[config.mk]
export PLATFORM = sky130hd
export DESIGN_NAME = ps2_key_decoder
export DESIGN_NICKNAME = d
export VERILOG_FILES = /design/src/rtl/ps2_key_decoder_pkg.sv /design/src/rtl/ps2_key_decoder_rx.sv /design/src/rtl/ps2_key_decoder.sv
export SDC_FILE = /design/constraint.sdc
export NUM_CORES = 1
export LEC_CHECK = 0
export ABC_AREA = 1
export CORE_MARGIN = 1.5
export CORE_UTILIZATION = 50
export DETAILED_ROUTE_END_ITERATION = 7
export PLACE_DENSITY = 0.69
export SYNTH_ARGS = -nofsm -noshare
export SYNTH_HDL_FRONTEND = slang
export SYNTH_SLANG_ARGS = --single-unit
[constraint.sdc]
create_clock -name clk -period 1.8 [get_ports clk]
set_input_delay 0.36 -clock clk [delete_from_list [all_inputs] [get_ports clk]]
set_output_delay 0.36 -clock clk [all_outputs]
set_load 0.02 [all_outputs]
[src/rtl/ps2_key_decoder_pkg.sv]
// ps2_key_decoder_pkg
//   Shared constants for the PS/2 key decoder slice: game key codes driven
//   on key[1:0], the scan-code set 2 bytes that matter to the game, and the
//   state encodings of the receiver and decoder state machines.
//   Also provides the frame validity helper used by the receiver.
package ps2_key_decoder_pkg;

  // Game key event codes
  localparam logic [1:0] K_NONE     = 2'b00;
  localparam logic [1:0] K_LEFT     = 2'b01;
  localparam logic [1:0] K_RIGHT    = 2'b10;
  localparam logic [1:0] K_SPACEBAR = 2'b11;

  // Scan-code set 2 bytes
  localparam logic [7:0] SC_EXT   = 8'hE0;
  localparam logic [7:0] SC_BRK   = 8'hF0;
  localparam logic [7:0] SC_SPACE = 8'h29;
  localparam logic [7:0] SC_LEFT  = 8'h6B;
  localparam logic [7:0] SC_RIGHT = 8'h74;

  // Receiver states
  localparam logic [1:0] RX_IDLE  = 2'd0;
  localparam logic [1:0] RX_SHIFT = 2'd1;
  localparam logic [1:0] RX_CHECK = 2'd2;

  // Decoder states
  localparam logic [1:0] D_IDLE    = 2'd0;
  localparam logic [1:0] D_EXT     = 2'd1;
  localparam logic [1:0] D_BRK     = 2'd2;
  localparam logic [1:0] D_EXT_BRK = 2'd3;

  // Frame layout in the shift register: [0]=start, [8:1]=data,
  // [9]=parity, [10]=stop. Parity covers data plus parity bit and must be odd.
  function automatic logic frame_ok(input logic [10:0] frame);
    return (frame[0] == 1'b0) && (frame[10] == 1'b1) && (^frame[9:1] == 1'b1);
  endfunction

endpackage

[src/rtl/ps2_key_decoder_rx.sv]
// ps2_key_decoder_rx
//   PS/2 device-to-host frame receiver: synchronises both pins, glitch-filters
//   the PS/2 clock, shifts in 11 bits on filtered falling edges and checks
//   start/parity/stop. A frame stalled mid-way is dropped after a timeout.
// Ports
//   clk, rst           system clock, asynchronous active-high reset
//   ps2_clk, ps2_data  raw asynchronous PS/2 pins
//   data_byte[7:0]     received byte, valid while byte_valid is high
//   byte_valid         one-cycle pulse for a well-formed frame
//   frame_error        one-cycle pulse for a malformed or timed-out frame
module ps2_key_decoder_rx
  import ps2_key_decoder_pkg::*;
#(
  parameter int FILTER_LEN     = 8,
  parameter int TIMEOUT_CYCLES = 130_000
) (
  input  logic       clk,
  input  logic       rst,
  input  logic       ps2_clk,
  input  logic       ps2_data,
  output logic [7:0] data_byte,
  output logic       byte_valid,
  output logic       frame_error
);

  localparam int FW = (FILTER_LEN > 1) ? $clog2(FILTER_LEN) : 1;
  localparam int TW = (TIMEOUT_CYCLES > 1) ? $clog2(TIMEOUT_CYCLES) : 1;
  localparam logic [FW-1:0] FILT_MAX = FW'(FILTER_LEN - 1);
  localparam logic [TW-1:0] TO_MAX   = TW'(TIMEOUT_CYCLES - 1);

  logic          clk_s1, clk_s2, dat_s1, dat_s2;
  logic          clk_filt, clk_prev;
  logic [FW-1:0] filt_cnt;
  logic [1:0]    state;
  logic [3:0]    bit_cnt;
  logic [TW-1:0] to_cnt;
  logic [10:0]   sr;
  logic          fall, timeout;

  assign fall    = clk_prev & ~clk_filt;
  assign timeout = (state == RX_SHIFT) && !fall && (to_cnt == TO_MAX);

  assign data_byte   = sr[8:1];
  assign byte_valid  = (state == RX_CHECK) && frame_ok(sr);
  assign frame_error = ((state == RX_CHECK) && !frame_ok(sr)) || timeout;

  always_ff @(posedge clk or posedge rst) begin
    if (rst) begin
      clk_s1   <= 1'b1;
      clk_s2   <= 1'b1;
      dat_s1   <= 1'b1;
      dat_s2   <= 1'b1;
      clk_filt <= 1'b1;
      clk_prev <= 1'b1;
      filt_cnt <= '0;
      state    <= RX_IDLE;
      bit_cnt  <= '0;
      to_cnt   <= '0;
    end else begin
      // Synchroniser stage
      clk_s1 <= ps2_clk;
      clk_s2 <= clk_s1;
      dat_s1 <= ps2_data;
      dat_s2 <= dat_s1;

      // Filter stage: a new level is accepted only after FILTER_LEN
      // consecutive samples disagree with the current filtered level.
      if (clk_s2 == clk_filt) begin
        filt_cnt <= '0;
      end else if (filt_cnt == FILT_MAX) begin
        clk_filt <= clk_s2;
        filt_cnt <= '0;
      end else begin
        filt_cnt <= filt_cnt + 1'b1;
      end
      clk_prev <= clk_filt;

      // Frame stage
      case (state)
        RX_IDLE: begin
          to_cnt <= '0;
          if (fall) begin
            bit_cnt <= 4'd1;
            state   <= RX_SHIFT;
          end
        end
        RX_SHIFT: begin
          if (fall) begin
            to_cnt <= '0;
            if (bit_cnt == 4'd10) state <= RX_CHECK;
            else                  bit_cnt <= bit_cnt + 1'b1;
          end else if (timeout) begin
            to_cnt <= '0;
            state  <= RX_IDLE;
          end else begin
            to_cnt <= to_cnt + 1'b1;
          end
        end
        default: state <= RX_IDLE;
      endcase
    end
  end

  // Data path: shift register carries no reset; its contents are only
  // interpreted after a complete 11-bit frame has been shifted in.
  always_ff @(posedge clk) begin
    if (fall && (state != RX_CHECK)) sr <= {dat_s2, sr[10:1]};
  end

endmodule

[src/rtl/ps2_key_decoder.sv]
// ps2_key_decoder
//   Turns PS/2 scan-code set 2 traffic into game key events. Recognises
//   SPACE (29), LEFT (E0 6B) and RIGHT (E0 74); one event per physical press,
//   typematic repeats are suppressed by per-key held flags.
// Ports
//   clk, rst           system clock, asynchronous active-high reset
//   ps2_clk, ps2_data  raw asynchronous PS/2 pins (input only)
//   key[1:0]           K_NONE except for one cycle per accepted press
//   frame_error        one-cycle pulse on a malformed or timed-out frame
module ps2_key_decoder
  import ps2_key_decoder_pkg::*;
#(
  parameter int FILTER_LEN     = 8,
  parameter int TIMEOUT_CYCLES = 130_000
) (
  input  logic       clk,
  input  logic       rst,
  input  logic       ps2_clk,
  input  logic       ps2_data,
  output logic [1:0] key,
  output logic       frame_error
);

  logic [7:0] rx_byte;
  logic       rx_vld, rx_err;
  logic [1:0] dstate;
  logic       held_space, held_left, held_right;

  ps2_key_decoder_rx #(
    .FILTER_LEN    (FILTER_LEN),
    .TIMEOUT_CYCLES(TIMEOUT_CYCLES)
  ) u_rx (
    .clk        (clk),
    .rst        (rst),
    .ps2_clk    (ps2_clk),
    .ps2_data   (ps2_data),
    .data_byte  (rx_byte),
    .byte_valid (rx_vld),
    .frame_error(rx_err)
  );

  // Decode stage: prefix tracking, held flags and registered key event
  always_ff @(posedge clk or posedge rst) begin
    if (rst) begin
      dstate      <= D_IDLE;
      held_space  <= 1'b0;
      held_left   <= 1'b0;
      held_right  <= 1'b0;
      key         <= K_NONE;
      frame_error <= 1'b0;
    end else begin
      key         <= K_NONE;
      frame_error <= rx_err;
      if (rx_err) begin
        // A lost byte may have been the one completing a prefix sequence
        dstate <= D_IDLE;
      end else if (rx_vld) begin
        case (dstate)
          D_IDLE: begin
            if (rx_byte == SC_EXT) begin
              dstate <= D_EXT;
            end else if (rx_byte == SC_BRK) begin
              dstate <= D_BRK;
            end else if (rx_byte == SC_SPACE && !held_space) begin
              held_space <= 1'b1;
              key        <= K_SPACEBAR;
            end
          end
          D_EXT: begin
            if (rx_byte == SC_BRK) begin
              dstate <= D_EXT_BRK;
            end else begin
              dstate <= D_IDLE;
              if (rx_byte == SC_LEFT && !held_left) begin
                held_left <= 1'b1;
                key       <= K_LEFT;
              end else if (rx_byte == SC_RIGHT && !held_right) begin
                held_right <= 1'b1;
                key        <= K_RIGHT;
              end
            end
          end
          D_BRK: begin
            if (rx_byte == SC_SPACE) held_space <= 1'b0;
            dstate <= D_IDLE;
          end
          default: begin
            if (rx_byte == SC_LEFT)  held_left  <= 1'b0;
            if (rx_byte == SC_RIGHT) held_right <= 1'b0;
            dstate <= D_IDLE;
          end
        endcase
      end
    end
  end

endmodule
==> reports/metrics.cfg, run 1 <==
[final_layout]
multiInputGateArea_mm2 = 0.00119
final_cell_mix = nand2_1 (59), nor2_1 (45), inv_1 (41), dfrtp_1 (34), buf_4 (17)
area_growth_pct = 15.1
final_common_cell = nand2_1
fin_cells = 406
final_util = 0.602
layout.nets = 355
fillers = 443
seqCellArea_mm2 = 0.00134
drive_gt1_frac = 0.185
n_antenna_cell = 0

[flow_run]
cap_violations = 0

[timing]
setup_slack_ps = 125
finalClockSkew_ps = 4.55
setup_viol = 0
period_needed_ps = 1670
hold_violations = 0
slew_headroom = 0.665
rsz0062_at_grt = true
tightest_slew_ps = 501
drv_slew = 0
fin_crit_sh = 0.930
timing.fmax_ghz = 0.597
setup-tns-final_ps = 0

[power]
power.leakage_nw = 1.49
finalPower_mw = 3.22
ir_worst_vdd_uv = 714
powerDensity_mw_per_mm2 = 1030

[global_route]
grt_pass1_wl_um = 8150
grt_pass1_vias = 1837
grt_max_degree = 41
grt_usage = 0.173
grt.overflow.total = 0
antenna_found_initial = 0

[synthesis]
synth_edf_count = 11
synth-main-ff-cell = dfrtp_1
synthCells = 305
synth_fp_nets = 325
synth-async-reset-ratio = 0.784
ys_seq_area_frac = 0.495
synthDistinctLibCells = 33
yosys_register_bits = 51
synth_area_mm2 = 0.00270
yosysWarnings = 0
syn-mean-instance-area_um2 = 8.87

[worst_hold_path]
hp-class = reg2reg
hold_depth = 0

[die]
ioPinCount = 7
rows = 26
initial_core_util = 0.523
die-height_um = 76.5
coreArea_mm2 = 0.00517
die_area_mm2 = 0.00586
fp.dieW_um = 76.5

[clock_tree]
holdBufCountCts = 0
clock-root-buffer = clkbuf_8
clock-sinks = 51
clk_pin_slew_ps = 90
insertion_delay_ps = 300
h-tree-depth = 2
cts_made_buffers = 5
cts_tree = built
clockBufferDepth = 2

[drt]
first_iter_violations = 83
dr.pass1.iters = 4
wl_per_cell_um = 11.1
drc_errors = 0
via_count = 1953
drt-total-wl_um = 4520
viasPerCell = 4.81
ant_nets = 0

[worst_setup_path]
path_class = reg2reg
startpoint_type = register
cp.arrival_ps = 1920
cp.required_ps = 2040
path_max_fanout = 6
reg2reg_depth = 9
worst_setup_path_end_kind = register

[status]
status = finished clean

[placed_design]
dp_hpwl_um = 3300
io_buffers = 6
place_ws_ps = 58.0
dp_cells = 387
place_congestion = 0.870

[kinds of logic after synthesis]
kind of cell,Yosys count,synth area share
AO/OA/AOI/OAI,26,0.0574
buffers and inverters,47,0.0699
AND/OR/NAND/NOR,155,0.270
multiplexers,1,0.00416
flip-flops,51,0.495
adder cells (fa/ha/maj),16,0.0740
XOR/XNOR,9,0.0292
[state kept, by name, indices dropped and copies added (netlist names), 2 cells and up]
signal         cells
key                2
u_rx.to_cnt       17
u_rx.state         2
u_rx.filt_cnt      3
u_rx.bit_cnt       4
dstate             2
u_rx.sr           11
[final timing paths]
| check | slack [ps] | startpoint | endpoint |
|---|---|---|---|
| max reg2reg | 130 | u_rx.bit_cnt[0] | u_rx.bit_cnt[3] |
| max in group asynchronous | 1130 | rst | u_rx.clk_s2 |
| min reg2reg | 360 | u_rx.clk_s1 | u_rx.clk_s2 |
| min | 360 | u_rx.clk_s1 | u_rx.clk_s2 |
| max | 130 | u_rx.bit_cnt[0] | u_rx.bit_cnt[3] |
| min in group asynchronous | 410 | rst | u_rx.to_cnt[2] |
[where the power goes]
| group | switching (mW) | total, mW | internal (mW) |
|---|---|---|---|
| registers | 0.137 | 1.54 | 1.40 |
| logic | 0.541 | 0.895 | 0.354 |
| clock network | 0.364 | 0.784 | 0.420 |
| total | 1.04 | 3.22 | 2.17 |
[layout make-up]
cell class,count,share of cell area
Clock buffer,6,0.0233
Clock inverter,2,0.0125
Inverter,46,0.0571
Multi-Input combinational cell,207,0.382
Sequential cell,51,0.430
Tap cell,70,0.0281
Timing Repair Buffer,24,0.0667
[Yosys cell counts (2+ instances only)]
master / number / area, um2
inv_2: 2 / 7.51
nor2_1: 46 / 173
o21ai_0: 9 / 45.0
dfrtp_1: 34 / 851
a31oi_1: 2 / 12.5
dfstp_2: 6 / 158
nand2_2: 9 / 56.3
xor2_1: 7 / 61.3
nor2_2: 4 / 25.0
nand2_1: 61 / 229
nand3_2: 2 / 20.0
nor2_4: 4 / 45.0
nand4_1: 8 / 50.1
ha_1: 16 / 200
nand3_1: 12 / 60.1
o31ai_1: 2 / 15.0
edfxtp_1: 11 / 330
inv_1: 43 / 161
nor3_1: 7 / 35.0
a21oi_1: 6 / 30.0
xnor2_1: 2 / 17.5
[worst max-delay path: stages, from the launching register on]
cell	delay, ps
dfrtp_1	400
inv_1	100
ha_1	150
nand2_1	70
nor2_1	180
nand2_1	70
nand3_1	190
nor2_1	110
a22oi_1	170
o21a_1	160
[stage by stage]
stage | cell area [um2] | hold WS [ps]
4_1_cts | 3020 | 363
3_5_place_dp | 2910 | 349
3_3_place_gp | 2910 | 346
2_1_floorplan | 2700 | 345
6_report | 3110 | 360
5_1_grt | 3110 | 367
[repair_timing]
item	in CTS	in global routing
endpoints found under the setup margin	0	17
resized for setup	0	6
buffers inserted	0	11
[metal layers]
layer  GRT usage  vias to the layer above  share of wire
li1            -                     1032              -
met1       0.243                      894           0.51
met2       0.264                       22           0.45
met3      0.0371                        5          0.025
met4      0.0611                        0         0.0091
met5           0                        -              0
(Power assumes the default switching activity.)
==> run 2: changes to the inputs <==
--- a/config.mk
+++ b/config.mk
@@ -6,10 +6,13 @@
 export NUM_CORES = 1
 export LEC_CHECK = 0
 export ABC_AREA = 1
+export ABC_CLOCK_PERIOD_IN_PS = 1800
+export CELL_PAD_IN_SITES_DETAIL_PLACEMENT = 1
+export CELL_PAD_IN_SITES_GLOBAL_PLACEMENT = 2
 export CORE_MARGIN = 1.5
-export CORE_UTILIZATION = 50
+export CORE_UTILIZATION = 35
 export DETAILED_ROUTE_END_ITERATION = 7
-export PLACE_DENSITY = 0.69
+export PLACE_DENSITY_LB_ADDON = 0.1
 export SYNTH_ARGS = -nofsm -noshare
 export SYNTH_HDL_FRONTEND = slang
 export SYNTH_SLANG_ARGS = --single-unit
==> run 2 against run 1 <==
Against the previous run:
- via count up 5.3%
- sequential share of layout area down 0.38 points
- clock-buffer cell count up 2
- sequential power about the same
- flip-flop and latch count unchanged
- worst setup slack better by 4.8 ps
- die area up 41%
- clock power down 16%
- register-to-register slack about the same
- critical path depth up 3
- largest power group unchanged
==> reports/metrics.cfg, run 2 (synthesis gave the netlist of run 1 again) <==
[flow_run]
cap_violations = 0

[worst_setup_path]
timing.rr.start = u_rx.sr[8]
cp.required_ps = 2010
cp_slowest_cell = edfxtp_1
crit_path_cell_trace = inv_2 > buf_4 > ha_1 > nand2_1 > nor2_1 > nand2_1 > nor2_1 > nor2_1 > nand4_1 > nand2_1 > inv_1 > nor2_1
path_max_fanout = 3
worst_setup_path_end_kind = register
startpoint_type = register
crit_path_frequent_cell = nor2_1
crit-reg2reg-capture = held_right
cp_slowest_stage_delay_ps = 440
r2r_slack_ps = 130
cp.arrival_ps = 1880
path_class = reg2reg
reg2reg_depth = 12

[power]
finalPower_mw = 3.22
p_int_mw = 2.07
ir_worst_vdd_uv = 344
p_comb_frac = 0.323
powerDensity_mw_per_mm2 = 1020
switching_share = 0.356
power.leakage_nw = 1.46
clkPwrFrac = 0.205
seq_power_share = 0.472
p_sw_mw = 1.14

[timing]
rsz0062_at_grt = true
period_needed_ps = 1670
timing.fmax_ghz = 0.599
slew_headroom = 0.686
whs_ps = 362
setup_viol = 0
tightest_slew_ps = 469
finalClockSkew_ps = 6.11
hold_violations = 0
fin_crit_sh = 0.928
drv_slew = 0

[clock_tree]
clk_pin_slew_ps = 90
h-tree-depth = 2
clock-sinks = 51
insertion_delay_ps = 300
cts_made_buffers = 5
clockBufferDepth = 2
holdBufCountCts = 0
clock-root-buffer = clkbuf_8
cts_tree = built

[die]
initial_core_util = 0.367
rows = 31
die-height_um = 90.9
ioPinCount = 7
die_area_mm2 = 0.00826
coreArea_mm2 = 0.00737
fp.dieW_um = 90.9

[final_layout]
largest_registers = u_rx.to_cnt: 17 flops, u_rx.sr: 11 flops, u_rx.bit_cnt: 4 flops
layout.nets = 352
final_common_cell = nand2_1
largest-register = u_rx.to_cnt
largest_reg_flops = 17
fillers = 891
n_antenna_cell = 0
fin_area_mm2 = 0.00314
drive_gt1_frac = 0.201
area_growth_pct = 16.1
final_cell_mix = nand2_1 (56), nor2_1 (44), inv_1 (39), dfrtp_1 (34)
fin_cells = 432

[worst_hold_path]
whs_endpoint = u_rx.clk_s2
hp-class = reg2reg
hold_start = u_rx.clk_s1
hold_depth = 0

[placed_design]
dp_hpwl_um = 4490
place_congestion = 0.775
io_buffers = 6
dp_cells = 420
post_dp_cell_area_mm2 = 0.00297

[drt]
wl_met1_um = 2810
top_layer = met4
drt-total-wl_um = 6080
ant_nets = 0
wl_per_cell_um = 14.1
met3_length_um = 101
drc_errors = 0
dr.pass1.iters = 4
first_iter_violations = 87
viasPerCell = 4.76
via_count = 2056
wl_met2_um = 3080

[global_route]
antenna_found_initial = 0
grt.overflow.total = 0
grt_pass1_wl_um = 10700
grt_usage = 0.161
grt_max_degree = 41
grt_pass1_vias = 2209

[status]
status = finished clean

[run 2: worst max path at each step]
stage             startpoint          to  slack, ps  depth (start not counted)
2_1_floorplan  u_rx.clk_prev  u_rx.sr[0]         90                          4
3_3_place_gp      u_rx.sr[7]  held_space         80                         12
3_5_place_dp      u_rx.sr[7]  held_space         20                         12
4_1_cts           u_rx.sr[7]  held_space          7                         12
5_1_grt           u_rx.sr[7]  held_space        -20                         11
6_report          u_rx.sr[8]  held_right        130                         12
[run 2: per-layer routing]
layer	track usage	vias up
li1	-	1023
met1	0.200	1011
met2	0.288	13
met3	0.0261	9
met4	0.0443	0
met5	0	-
[run 2: repair_timing]
| action | CTS | global route |
|---|---|---|
| buffers inserted | 0 | 4 |
| resized for setup | 0 | 17 |
| endpoints found under the hold margin | 0 | 0 |
| setup endpoints to repair | 0 | 12 |
[run 2: per-stage QoR]
step,worst slack (ps),utilization,TNS (ps)
finish,130,0.426,0
global route,-17.2,0.426,-31.0
CTS,7.14,0.414,0
detailed placement,23.0,0.403,0
global placement,82.0,0.403,0
floorplan,89.1,-,0
[run 2: power by group through the flow]
stage	clock network (mW)	registers [mW]	logic [mW]
after floorplan	0	1.53	0.614
after global placement	0	1.53	0.921
after detailed placement	0	1.54	0.946
after CTS	0.686	1.52	0.948
after global routing	0.726	1.55	1.20
final	0.658	1.52	1.04
[run 2: critical path: cells and delay by family (launching register included)]
kind	cells	cell delay [ps]
simple gates	8	730
flops	1	440
buf+inv	3	260
fa+ha+maj	1	150
[run 2: layout make-up]
cell class	instances	area (um2)	share of cell area
tap	99	124	0.0395
timing repair buffer	21	185	0.0590
inverter	46	178	0.0566
clock buffer	8	80.1	0.0255
sequential	51	1340	0.426
multi-input combinational	207	1230	0.393
